[src/rtl/fft_twiddle_sequencer.sv]
// Radix-2 DIT FFT butterfly sequencer.
// Drives the twiddle ROM and streams butterfly descriptors.
module fft_twiddle_sequencer #(
  parameter int MAX_N       = 32,
  parameter int ADDR_WIDTH  = $clog2(MAX_N),
  parameter int STAGE_WIDTH = 3
) (
  input  logic                   clk,
  input  logic                   rst,
  input  logic                   start,
  input  logic [ADDR_WIDTH:0]    n_points,
  output logic                   busy,
  output logic                   done,
  output logic                   err,
  output logic [ADDR_WIDTH-1:0]  rom_k,
  output logic [ADDR_WIDTH:0]    rom_n,
  input  logic [15:0]            rom_twiddle,
  output logic                   out_valid,
  input  logic                   out_ready,
  output logic [ADDR_WIDTH-1:0]  out_addr_a,
  output logic [ADDR_WIDTH-1:0]  out_addr_b,
  output logic [15:0]            out_twiddle,
  output logic [STAGE_WIDTH-1:0] out_stage,
  output logic                   out_last_in_stage,
  output logic                   out_last
);

  typedef enum logic [1:0] {
    IDLE,
    RUN,
    FLUSH
  } state_t;

  state_t state, state_nx;

  logic [ADDR_WIDTH:0]    n_reg;
  logic [STAGE_WIDTH-1:0] l_reg;
  logic [STAGE_WIDTH-1:0] s_cnt;
  logic [ADDR_WIDTH-1:0]  b_cnt;

  logic                   legal;
  logic [STAGE_WIDTH-1:0] l_dec;
  logic [ADDR_WIDTH-1:0]  half;
  logic [ADDR_WIDTH-1:0]  pos;
  logic [ADDR_WIDTH-1:0]  group;
  logic [ADDR_WIDTH-1:0]  addr_a;
  logic [ADDR_WIDTH-1:0]  addr_b;
  logic [ADDR_WIDTH-1:0]  k;
  logic [ADDR_WIDTH-1:0]  b_max;
  logic                   stage_end;
  logic                   frame_end;
  logic                   load;
  logic                   xfer;

  // Decode n_points into legality and log2.
  always_comb begin
    legal = 1'b1;
    l_dec = '0;
    case (n_points)
      (ADDR_WIDTH+1)'(2):  l_dec = STAGE_WIDTH'(1);
      (ADDR_WIDTH+1)'(4):  l_dec = STAGE_WIDTH'(2);
      (ADDR_WIDTH+1)'(8):  l_dec = STAGE_WIDTH'(3);
      (ADDR_WIDTH+1)'(16): l_dec = STAGE_WIDTH'(4);
      (ADDR_WIDTH+1)'(32): l_dec = STAGE_WIDTH'(5);
      default:             legal = 1'b0;
    endcase
  end

  // Butterfly address and twiddle index from counters.
  always_comb begin
    half      = ADDR_WIDTH'(1) << s_cnt;
    pos       = b_cnt & (half - 1'b1);
    group     = b_cnt >> s_cnt;
    addr_a    = (group << (s_cnt + 1'b1)) | pos;
    addr_b    = addr_a + half;
    k         = pos << (l_reg - 1'b1 - s_cnt);
    b_max     = n_reg[ADDR_WIDTH:1] - 1'b1;
    stage_end = (b_cnt == b_max);
    frame_end = stage_end && (s_cnt == l_reg - 1'b1);
    load      = (state == RUN) && (!out_valid || out_ready);
    xfer      = out_valid && out_ready;
    busy      = (state != IDLE);
    rom_k     = (state == RUN) ? k : '0;
    rom_n     = (state == RUN) ? n_reg : '0;
  end

  // State register.
  always_ff @(posedge clk) begin
    if (rst) state <= IDLE;
    else     state <= state_nx;
  end

  // Next-state logic.
  always_comb begin
    state_nx = state;
    case (state)
      IDLE:    if (start && legal) state_nx = RUN;
      RUN:     if (load && frame_end) state_nx = FLUSH;
      FLUSH:   if (xfer) state_nx = IDLE;
      default: state_nx = IDLE;
    endcase
  end

  // Frame counters, descriptor register and pulses.
  always_ff @(posedge clk) begin
    if (rst) begin
      n_reg             <= '0;
      l_reg             <= '0;
      s_cnt             <= '0;
      b_cnt             <= '0;
      done              <= 1'b0;
      err               <= 1'b0;
      out_valid         <= 1'b0;
      out_addr_a        <= '0;
      out_addr_b        <= '0;
      out_twiddle       <= '0;
      out_stage         <= '0;
      out_last_in_stage <= 1'b0;
      out_last          <= 1'b0;
    end else begin
      done <= 1'b0;
      err  <= 1'b0;
      if (state == IDLE && start) begin
        if (legal) begin
          n_reg <= n_points;
          l_reg <= l_dec;
          s_cnt <= '0;
          b_cnt <= '0;
        end else begin
          err <= 1'b1;
        end
      end
      if (load) begin
        out_valid         <= 1'b1;
        out_addr_a        <= addr_a;
        out_addr_b        <= addr_b;
        out_twiddle       <= rom_twiddle;
        out_stage         <= s_cnt;
        out_last_in_stage <= stage_end;
        out_last          <= frame_end;
        if (stage_end) begin
          b_cnt <= '0;
          s_cnt <= s_cnt + 1'b1;
        end else begin
          b_cnt <= b_cnt + 1'b1;
        end
      end else if (xfer) begin
        out_valid <= 1'b0;
      end
      if (state == FLUSH && xfer) done <= 1'b1;
    end
  end

endmodule
[config.mk]
export PLATFORM = sky130hd
export DESIGN_NAME = fft_twiddle_sequencer
export DESIGN_NICKNAME = d
export VERILOG_FILES = /design/src/rtl/fft_twiddle_sequencer.sv
export SDC_FILE = /design/constraint.sdc
export NUM_CORES = 1
export LEC_CHECK = 0
export CAP_MARGIN = 20
export CORE_UTILIZATION = 40
export CTS_CLUSTER_DIAMETER = 80
export DETAILED_ROUTE_END_ITERATION = 10
export GPL_TIMING_DRIVEN = 0
export PLACE_DENSITY = 0.68
export SYNTH_ARGS = -nofsm -noshare
export SYNTH_HDL_FRONTEND = slang
export SYNTH_SLANG_ARGS = --single-unit
[constraint.sdc]
create_clock -name clk -period 5.3 [get_ports clk]
set_clock_uncertainty 0.15 [all_clocks]
set_input_delay 0.795 -clock clk [delete_from_list [all_inputs] [get_ports clk]]
set_output_delay 0.795 -clock clk [all_outputs]
set_load 0.05 [all_outputs]
==> results.yml, run 1 <==
critical_path:
  r2r-start: "s_cnt[1]$_SDFF_PP0_"
  path_class: "reg -> out"
  cp_slowest_cell: "clkdlybuf4s50_1"
  crit_fanout: 10
  crit_arrival_ns: 3.43
  worstSetupEndpointType: "output port"
  crit_buf_inv: 3
  crit_chain: "buf_2 > inv_1 > ha_1 > nor3_1 > or3_1 > nand3_1 > mux2_2 > a21oi_1 > clkdlybuf4s50_1"
  r2r_slack_ns: 1.59
  cp_top_family: "buffers and inverters"
  r2r_end: "out_addr_b[2]$_SDFFE_PP0P_"
  cpPeakStageDelay_ns: 0.83
  critPathLaunchType: "flip-flop"
  reg2regPathDepth: 12
  crit_required_ns: 4.36
hold_path:
  worstHoldPathCells: 2
  hp-class: "reg -> reg"
  hold_start: "out_twiddle[8]$_SDFFE_PP0P_"
  hold_end: "out_twiddle[8]$_SDFFE_PP0P_"
timing:
  hold_viol: 0
  clock.fmax_mhz: 228.8
  setup_tns_ns: 0
  period_needed_ns: 4.371
  setup_ws_ns: 0.9292
  relSlewSlack: 0.5229
  slew_viol_final: 0
  fin_crit_sh: 0.8247
  tightest_slew_ns: 0.6977
  rsz0062_at_grt: "no"
  setup_viol: 0
clock_network:
  cts_buffers: 5
  htreeDepth: 2
  ctsHoldBuffers: 0
  cts_root_buffer: "clkbuf_8"
  cts_resized: 0
  cts_tree: "done"
  cts.clk_slew.worst_paths_ns: 0.10
  postCtsSetupRepairBufs: 0
  cts_sinks: 53
  clock_latency_ns: 0.31
  cts_buffer_depth: 2
grt:
  grt_pass1_wl_um: 12160
  grt_pass1_vias: 2529
  antenna_found_initial: 0
  grt_max_degree: 18
  grt_use_total: 0.2020
  globalRoute.totalOverflow: 0
synth:
  ys_seq_area_frac: 0.3556
  synth_top_area_frac: 0.3556
  yosys.area.top_type: "dfxtp_1"
  synth_most_common_cell: "nand2_1"
  synth.distinct_cells: 58
  syn_area_sq_um: 2984
  synth_ff_type: "dfxtp_1"
  synth_async_sr_flop_share: 0
  synthCells: 374
  synth_edf_count: 0
  syn_nets: 415
  ys_top_cells_by_area: "dfxtp_1 (36%), nand2_1 (7.9%), a21oi_1 (6.4%), ha_1 (5.5%), mux2i_1 (4.7%)"
  postSynthAreaPerCell_sq_um: 7.979
  ys_top_cells_by_count: "nand2_1 (63), dfxtp_1 (53), a21oi_1 (38)"
  synth_seq_cells: 53
  ys_warn_count: 0
place:
  gp_congestion: 0.8727
  dp_hpwl_um: 5912
  pre_cts_ws_ns: 1.256
  place_inst: 543
  port_buffers: 70
route:
  drt_iter0_markers: 128
  vias_per_cell: 5.134
  drtAntennaViolNets: 0
  drc: 0
  routed_wl_um: 7802
  drt-pass1-iter-count: 5
  dr_total_vias: 2829
  wl_per_cell_um: 14.16
layout:
  drive_gt1_frac: 0.05310
  flow.area_growth_from_synthesis_pct: 30.65
  finalNetCount: 492
  n_antenna_cell: 0
  nFillCells: 728
  utilization: 0.5404
  largest_reg_flops: 16
  fin_cells: 551
run:
  cap_violations: 0
power_and_ir_drop:
  power_density_nw_per_um2: 189.2
  p_leak_nw: 1.393
  peakVddDrop_mv: 0.08975
die:
  ios: 72
  rows: 31
  initial_core_util: 0.4136
  die_h_um: 88.37
  core_area_sq_um: 7214
  die-area_sq_um: 7809
  die_w_um: 88.37
run_status:
  status: "finished clean"
[through the flow]
stage,area [sq um],power [W],hold WS [ns]
2_1_floorplan,2984,0.0004702,0.2996
3_3_place_gp,3809,0.0005109,0.2912
3_5_place_dp,3809,0.0005126,0.2957
4_1_cts,3899,0.0007515,0.3113
5_1_grt,3899,0.0007692,0.3239
6_report,3899,0.0007378,0.3091
[worst reg2reg max path, stage by stage, from the launching register on]
cell and delay (ns):
dfxtp_1 0.55, buf_2 0.29, inv_1 0.16, ha_1 0.31
clkbuf_1 0.24, o41ai_1 0.60, ha_1 0.28, inv_1 0.06
fa_1 0.42, xor2_1 0.20, xnor2_1 0.13, nand2_1 0.10
a21oi_1 0.17
[where the power goes]
group          switching, W  leakage [nW]  internal (W)
clock network      0.000141        0.0445     0.0000941
logic             0.0000553         0.920     0.0000391
registers        0.00000370         0.428      0.000405
total              0.000200          1.39      0.000538
[cell usage in the layout, fill, tap and decap left out, types with 3 or more instances in the layout]
| master | Yosys | final |
|---|---|---|
| nand2b_1 | 9 | 9 |
| inv_1 | 15 | 15 |
| nand3_1 | 9 | 9 |
| clkbuf_2 | 3 | 3 |
| ha_1 | 13 | 13 |
| buf_2 | 3 | 3 |
| clkdlybuf4s50_1 | 0 | 70 |
| and2_1 | 5 | 5 |
| buf_1 | 3 | 3 |
| nor3_1 | 9 | 9 |
| mux2i_1 | 14 | 14 |
| a22o_1 | 3 | 3 |
| clkbuf_8 | 0 | 5 |
| nand2_1 | 63 | 63 |
| xor2_1 | 12 | 12 |
| a2111oi_0 | 3 | 3 |
| o21ai_0 | 11 | 11 |
| dfxtp_1 | 53 | 53 |
| nor4_1 | 3 | 3 |
| mux2_2 | 3 | 3 |
| clkbuf_1 | 14 | 14 |
| a21oi_1 | 38 | 38 |
| nor2_1 | 36 | 36 |
| xnor2_1 | 8 | 8 |
[cells by family after synthesis]
logic type / synth area share
XOR/XNOR: 0.05870
multiplexers: 0.05828
AO/OA/AOI/OAI: 0.1660
AND/OR/NAND/NOR: 0.2323
adder cells (fa/ha/maj): 0.07128
buffers and inverters: 0.05786
flip-flops: 0.3556
[how the worst max path moves through the flow]
stage,from,to,slack [ns],cells past startpoint
after floorplan,l_reg[0]$_SDFFE_PP0P_,rom_k[1],1.82,7
after CTS,s_cnt[1]$_SDFF_PP0_,rom_k[3],0.90,9
after global placement,s_cnt[0]$_SDFF_PP0_,rom_k[3],1.26,9
after detailed placement,s_cnt[1]$_SDFF_PP0_,rom_k[3],1.26,9
final,s_cnt[1]$_SDFF_PP0_,rom_k[3],0.93,9
after global routing,s_cnt[1]$_SDFF_PP0_,rom_k[4],0.63,10
[per-layer routing]
metal,GRT usage,vias up,wire length (um)
met3,0.03545,7,386
met2,0.3776,73,3903
met4,0.04399,0,70
li1,-,1423,-
met5,0,-,0
met1,0.2400,1326,3443
[cell type report]
type | instances | area (sq um) | area share
multi-input combinational | 280 | 1750 | 0.4490
sequential | 53 | 1061 | 0.2721
timing repair buffer | 70 | 700.7 | 0.1797
tap | 99 | 123.9 | 0.03177
buffer | 25 | 112.6 | 0.02888
clock buffer | 5 | 68.82 | 0.01765
inverter | 16 | 60.06 | 0.01540
clock inverter | 3 | 21.27 | 0.005456
(Power assumes the default switching activity.)
==> run 2, diff against run 1 <==
==> constraint.sdc (replaced) <==
create_clock -name clk -period 4.15 [get_ports clk]
set_clock_uncertainty 0.15 [all_clocks]
set_input_delay 0.6225 -clock clk [delete_from_list [all_inputs] [get_ports clk]]
set_output_delay 0.6225 -clock clk [all_outputs]
set_load 0.05 [all_outputs]
==> run 2 against run 1 <==
Net effect: sequential cell count unchanged; via count down 0.85%; die area unchanged; clock power up 28%; largest power group unchanged.
==> results.yml, run 2 (synthesis results as in run 1) <==
grt:
  antenna_found_initial: 0
  globalRoute.totalOverflow: 0
  grt_max_degree: 18
  grt_use_total: 0.2020
  grt_pass1_wl_um: 12160
  grt_pass1_vias: 2529
route:
  drt-pass1-iter-count: 4
  routed_wl_um: 7817
  dr_total_vias: 2805
  drtAntennaViolNets: 0
  vias_per_cell: 5.091
  wl_per_cell_um: 14.19
  drt_iter0_markers: 157
  drc: 0
layout:
  flow.area_growth_from_synthesis_pct: 30.31
  largest_reg_flops: 16
  utilization: 0.5390
  layout_commonest_cell: "clkdlybuf4s50_1"
  final_cell_mix: "clkdlybuf4s50_1 (68), nand2_1 (63), dfxtp_1 (53)"
  finalNetCount: 492
  n_antenna_cell: 0
  drive_gt1_frac: 0.05752
clock_network:
  htreeDepth: 2
  cts.clk_slew.worst_paths_ns: 0.10
  cts_root_buffer: "clkbuf_8"
  clock_latency_ns: 0.31
  postCtsSetupRepairBufs: 0
  ctsHoldBuffers: 0
  cts_sinks: 53
  cts_buffer_depth: 2
  cts_buffers: 5
  cts_tree: "done"
power_and_ir_drop:
  peakVddDrop_mv: 0.1148
  p_leak_nw: 1.395
  power.total_w: 0.0009427
  power_density_nw_per_um2: 242.4
critical_path:
  crit_arrival_ns: 3.14
  crit_required_ns: 3.38
  reg2regPathDepth: 12
  crit_fanout: 8
  critPathLaunchType: "flip-flop"
  worstSetupEndpointType: "output port"
  r2r_end: "out_addr_b[2]$_SDFFE_PP0P_"
  r2r_slack_ns: 0.42
  path_class: "reg -> out"
  r2r-start: "s_cnt[1]$_SDFF_PP0_"
hold_path:
  hold_start: "out_twiddle[8]$_SDFFE_PP0P_"
  hold_end: "out_twiddle[8]$_SDFFE_PP0P_"
  worstHoldPathCells: 2
  hp-class: "reg -> reg"
die:
  core_area_sq_um: 7214
  die_w_um: 88.37
  rows: 31
  die-area_sq_um: 7809
  initial_core_util: 0.4136
  ios: 72
  die_h_um: 88.37
place:
  port_buffers: 70
  dp_hpwl_um: 5912
  gp_congestion: 0.8727
timing:
  hold_viol: 0
  clock.fmax_mhz: 255.7
  period_needed_ns: 3.911
  setup_tns_ns: 0
  tightest_slew_ns: 0.7191
  setup_viol: 0
  hold_ws_ns: 0.3090
  relSlewSlack: 0.5082
  rsz0062_at_grt: "no"
  slew_viol_final: 0
  fin_crit_sh: 0.9424
run:
  cap_violations: 0
run_status:
  status: "finished clean"
-- run 2: how the worst max path moves through the flow --
stage               cells past startpoint  endpoint                   from  slack, ns
global placement                        9  rom_k[3]    s_cnt[0]$_SDFF_PP0_       0.28
global route                            9  rom_k[2]    s_cnt[0]$_SDFF_PP0_       0.02
floorplan                               7  rom_k[1]  l_reg[0]$_SDFFE_PP0P_       0.84
CTS                                     9  rom_k[3]    s_cnt[1]$_SDFF_PP0_       0.21
detailed placement                      9  rom_k[3]    s_cnt[1]$_SDFF_PP0_       0.28
finish                                  9  rom_k[2]    s_cnt[0]$_SDFF_PP0_       0.24
-- run 2: timing repair --
action | in CTS | in global routing
resized for setup | 2 | 4
endpoints found under the setup margin | 2 | 2
gates cloned | 0 | 0
-- run 2: final cells by class --
| class | instances | area, sq um |
|---|---|---|
| fillers | 730 | 3326 |
| multi-input cells | 280 | 1750 |
| flip-flops and latches | 53 | 1061 |
| repair buffers | 70 | 690.7 |
| well taps | 99 | 123.9 |
| plain buffers | 25 | 112.6 |
| clock buffers | 5 | 68.82 |
| inverters | 16 | 60.06 |
| clock inverters | 3 | 21.27 |
-- run 2: stage by stage --
stage / instances / setup slack (ns) / instance area [sq um]
after floorplan: 374 / 0.8380 / 2984
after detailed placement: 543 / 0.2784 / 3809
final: 551 / 0.2391 / 3889
after CTS: 551 / 0.2137 / 3896
after global routing: 551 / 0.02426 / 3889
after global placement: 543 / 0.2835 / 3809
-- run 2: critical path, cell delays in order (launching register included) --
cell and delay (ns):
dfxtp_1 0.42, clkbuf_2 0.24, clkinv_1 0.26, ha_1 0.33
xor2_1 0.13, o21ai_0 0.14, mux2i_1 0.23, a21oi_1 0.10
nor3_1 0.15, clkdlybuf4s50_1 0.84
-- run 2: report_power, final --
part | total (W) | internal (W) | leakage [nW] | switching (W)
combinational | 0.000121 | 0.0000500 | 0.923 | 0.0000708
clock | 0.000300 | 0.000120 | 0.0445 | 0.000180
sequential | 0.000522 | 0.000517 | 0.428 | 0.00000468
-- run 2: metal layers --
metal / up-vias / GRT usage / wire (um)
met5: - / 0 / 0
met4: 0 / 0.04399 / 70
met3: 7 / 0.03545 / 334
met2: 65 / 0.3776 / 3906
met1: 1306 / 0.2400 / 3505
li1: 1427 / - / -
==> run 3, diff against run 2 <==
--- a/config.mk
+++ b/config.mk
@@ -8,9 +8,11 @@
 export CAP_MARGIN = 20
 export CORE_UTILIZATION = 40
 export CTS_CLUSTER_DIAMETER = 80
+export CTS_CLUSTER_SIZE = 12
 export DETAILED_ROUTE_END_ITERATION = 10
 export GPL_TIMING_DRIVEN = 0
 export PLACE_DENSITY = 0.68
+export RECOVER_POWER = 50
 export SYNTH_ARGS = -nofsm -noshare
 export SYNTH_HDL_FRONTEND = slang
 export SYNTH_SLANG_ARGS = --single-unit
==> constraint.sdc (replaced) <==
create_clock -name clk -period 4.7 [get_ports clk]
set_clock_uncertainty 0.15 [all_clocks]
set_input_delay 0.705 -clock clk [delete_from_list [all_inputs] [get_ports clk]]
set_output_delay 0.705 -clock clk [all_outputs]
set_load 0.05 [all_outputs]
==> run 3 against run 2 <==
Net effect: final cell count did not move; via count up 0.57%; routed wire length fell by 0.23%; critical path type unchanged; global-route usage stayed put; non-clock buffer count is the same; highest routed layer unchanged; power is 12% lower; critical path depth unchanged.
==> results.yml, run 3 (synthesis results as in run 1) <==
layout:
  nFillCells: 729
  n_antenna_cell: 0
  flow.area_growth_from_synthesis_pct: 30.02
  largest_reg_flops: 16
  final_cell_mix: "nand2_1 (63), dfxtp_1 (53), a21oi_1 (39)"
  drive_gt1_frac: 0.04867
  utilization: 0.5378
  layout_commonest_cell: "nand2_1"
  finalNetCount: 492
clock_network:
  cts_root_buffer: "clkbuf_8"
  cts_resized: 0
  postCtsSetupRepairBufs: 0
  cts_tree: "done"
  cts_buffers: 5
  htreeDepth: 2
  cts_sinks: 53
  ctsHoldBuffers: 0
  cts.clk_slew.worst_paths_ns: 0.10
  clock_latency_ns: 0.31
  cts_buffer_depth: 2
critical_path:
  worstSetupEndpointType: "output port"
  r2r_slack_ns: 1.00
  critPathLaunchType: "flip-flop"
  reg2regPathDepth: 12
  cp_slowest_cell: "clkdlybuf4s50_1"
  r2r_end: "out_addr_b[2]$_SDFFE_PP0P_"
  crit_required_ns: 3.85
  crit_chain: "buf_2 > inv_1 > ha_1 > nor3_1 > or3_1 > nand3_1 > mux2_2 > a21oi_1 > clkdlybuf4s50_1"
  path_class: "reg -> out"
  crit_fanout: 10
  crit_arrival_ns: 3.42
  cpPeakStageDelay_ns: 0.83
  crit_buf_inv: 3
  cp_top_family: "buffers and inverters"
  r2r-start: "s_cnt[1]$_SDFF_PP0_"
die:
  die_h_um: 88.37
  core_area_sq_um: 7214
  rows: 31
  initial_core_util: 0.4136
  die_w_um: 88.37
  ios: 72
  die-area_sq_um: 7809
timing:
  hold_viol: 0
  setup_ws_ns: 0.4227
  slew_viol_final: 0
  relSlewSlack: 0.3332
  tightest_slew_ns: 1.000
  clock.fmax_mhz: 233.8
  setup_tns_ns: 0
  setup_viol: 0
  fin_crit_sh: 0.9101
  rsz0062_at_grt: "no"
  period_needed_ns: 4.277
  hold_ws_ns: 0.3062
power_and_ir_drop:
  switching_share: 0.2710
  p_seq_frac: 0.556
  peakVddDrop_mv: 0.1011
  clkPwrFrac: 0.320
  p_leak_nw: 1.509
  p_int_w: 0.0006038
  switching_power_w: 0.0002244
  power.total_w: 0.0008282
  p_comb_frac: 0.124
  power_density_nw_per_um2: 213.4
place:
  gp_congestion: 0.8727
  port_buffers: 70
  pre_cts_ws_ns: 0.7459
  dp_hpwl_um: 5912
hold_path:
  worstHoldPathCells: 2
  hold_end: "out_twiddle[8]$_SDFFE_PP0P_"
  hold_start: "out_twiddle[8]$_SDFFE_PP0P_"
  hp-class: "reg -> reg"
route:
  drt_iter0_markers: 126
  vias_per_cell: 5.120
  drc: 0
  dr_total_vias: 2821
  wl_per_cell_um: 14.15
  drtAntennaViolNets: 0
  drt-pass1-iter-count: 4
  routed_wl_um: 7799
run_status:
  status: "finished clean"
grt:
  globalRoute.totalOverflow: 0
  grt_use_total: 0.2020
  grt_max_degree: 18
  antenna_found_initial: 0
  grt_pass1_wl_um: 12160
  grt_pass1_vias: 2529
run:
  cap_violations: 0
-- run 3: cell count changes in the layout (fill, tap and decap cells not counted), sizes merged --
cell           before  now
buf                 8    6
clkdlybuf4s50      68   32
dlygate4sd3         0   38
-- run 3: how the worst max path moves through the flow --
stage / cells after the start / end / from / slack [ns]
after floorplan: 7 / rom_k[1] / l_reg[0]$_SDFFE_PP0P_ / 1.31
after global placement: 9 / rom_k[3] / s_cnt[0]$_SDFF_PP0_ / 0.75
after detailed placement: 9 / rom_k[3] / s_cnt[1]$_SDFF_PP0_ / 0.75
after CTS: 9 / rom_k[3] / s_cnt[1]$_SDFF_PP0_ / 0.39
after global routing: 10 / rom_k[4] / s_cnt[1]$_SDFF_PP0_ / 0.12
final: 9 / rom_k[3] / s_cnt[1]$_SDFF_PP0_ / 0.42
-- run 3: final cells by class --
| type | count | area [sq um] | share of cell area |
|---|---|---|---|
| buffer | 25 | 105.1 | 0.02709 |
| clock buffer | 5 | 68.82 | 0.01774 |
| clock inverter | 3 | 21.27 | 0.005482 |
| inverter | 16 | 60.06 | 0.01548 |
| multi-input combinational | 280 | 1739 | 0.4482 |
| sequential | 53 | 1061 | 0.2735 |
| tap | 99 | 123.9 | 0.03193 |
| timing repair buffer | 70 | 700.7 | 0.1806 |
-- run 3: per-layer routing --
layer  GRT usage  part of all wire
met2      0.3776              0.50
met3     0.03545             0.048
met4     0.04399            0.0090
met1      0.2400              0.44
met5           0                 0
-- run 3: power by group through the flow --
stage / logic, W / clock network, W / registers, W
6_report: 0.000103 / 0.000265 / 0.000460
4_1_cts: 0.000108 / 0.000279 / 0.000461
3_3_place_gp: 0.000105 / 0 / 0.000471
3_5_place_dp: 0.000107 / 0 / 0.000471
5_1_grt: 0.000111 / 0.000291 / 0.000462
2_1_floorplan: 0.0000387 / 0 / 0.000492
-- run 3: tightest hold or removal path: cells and delay by family (launching register included) --
kind             cells  cell delay [ns]
AO/OA/AOI/OAI        1             0.05
flip-flops           1             0.32
AND/OR/NAND/NOR      1             0.05
-- run 3: per-stage QoR --
step | std cells | instance area [sq um]
after floorplan | 374 | 2984
after global placement | 543 | 3809
after CTS | 551 | 3899
after global routing | 551 | 3880
final | 551 | 3880
after detailed placement | 543 | 3809
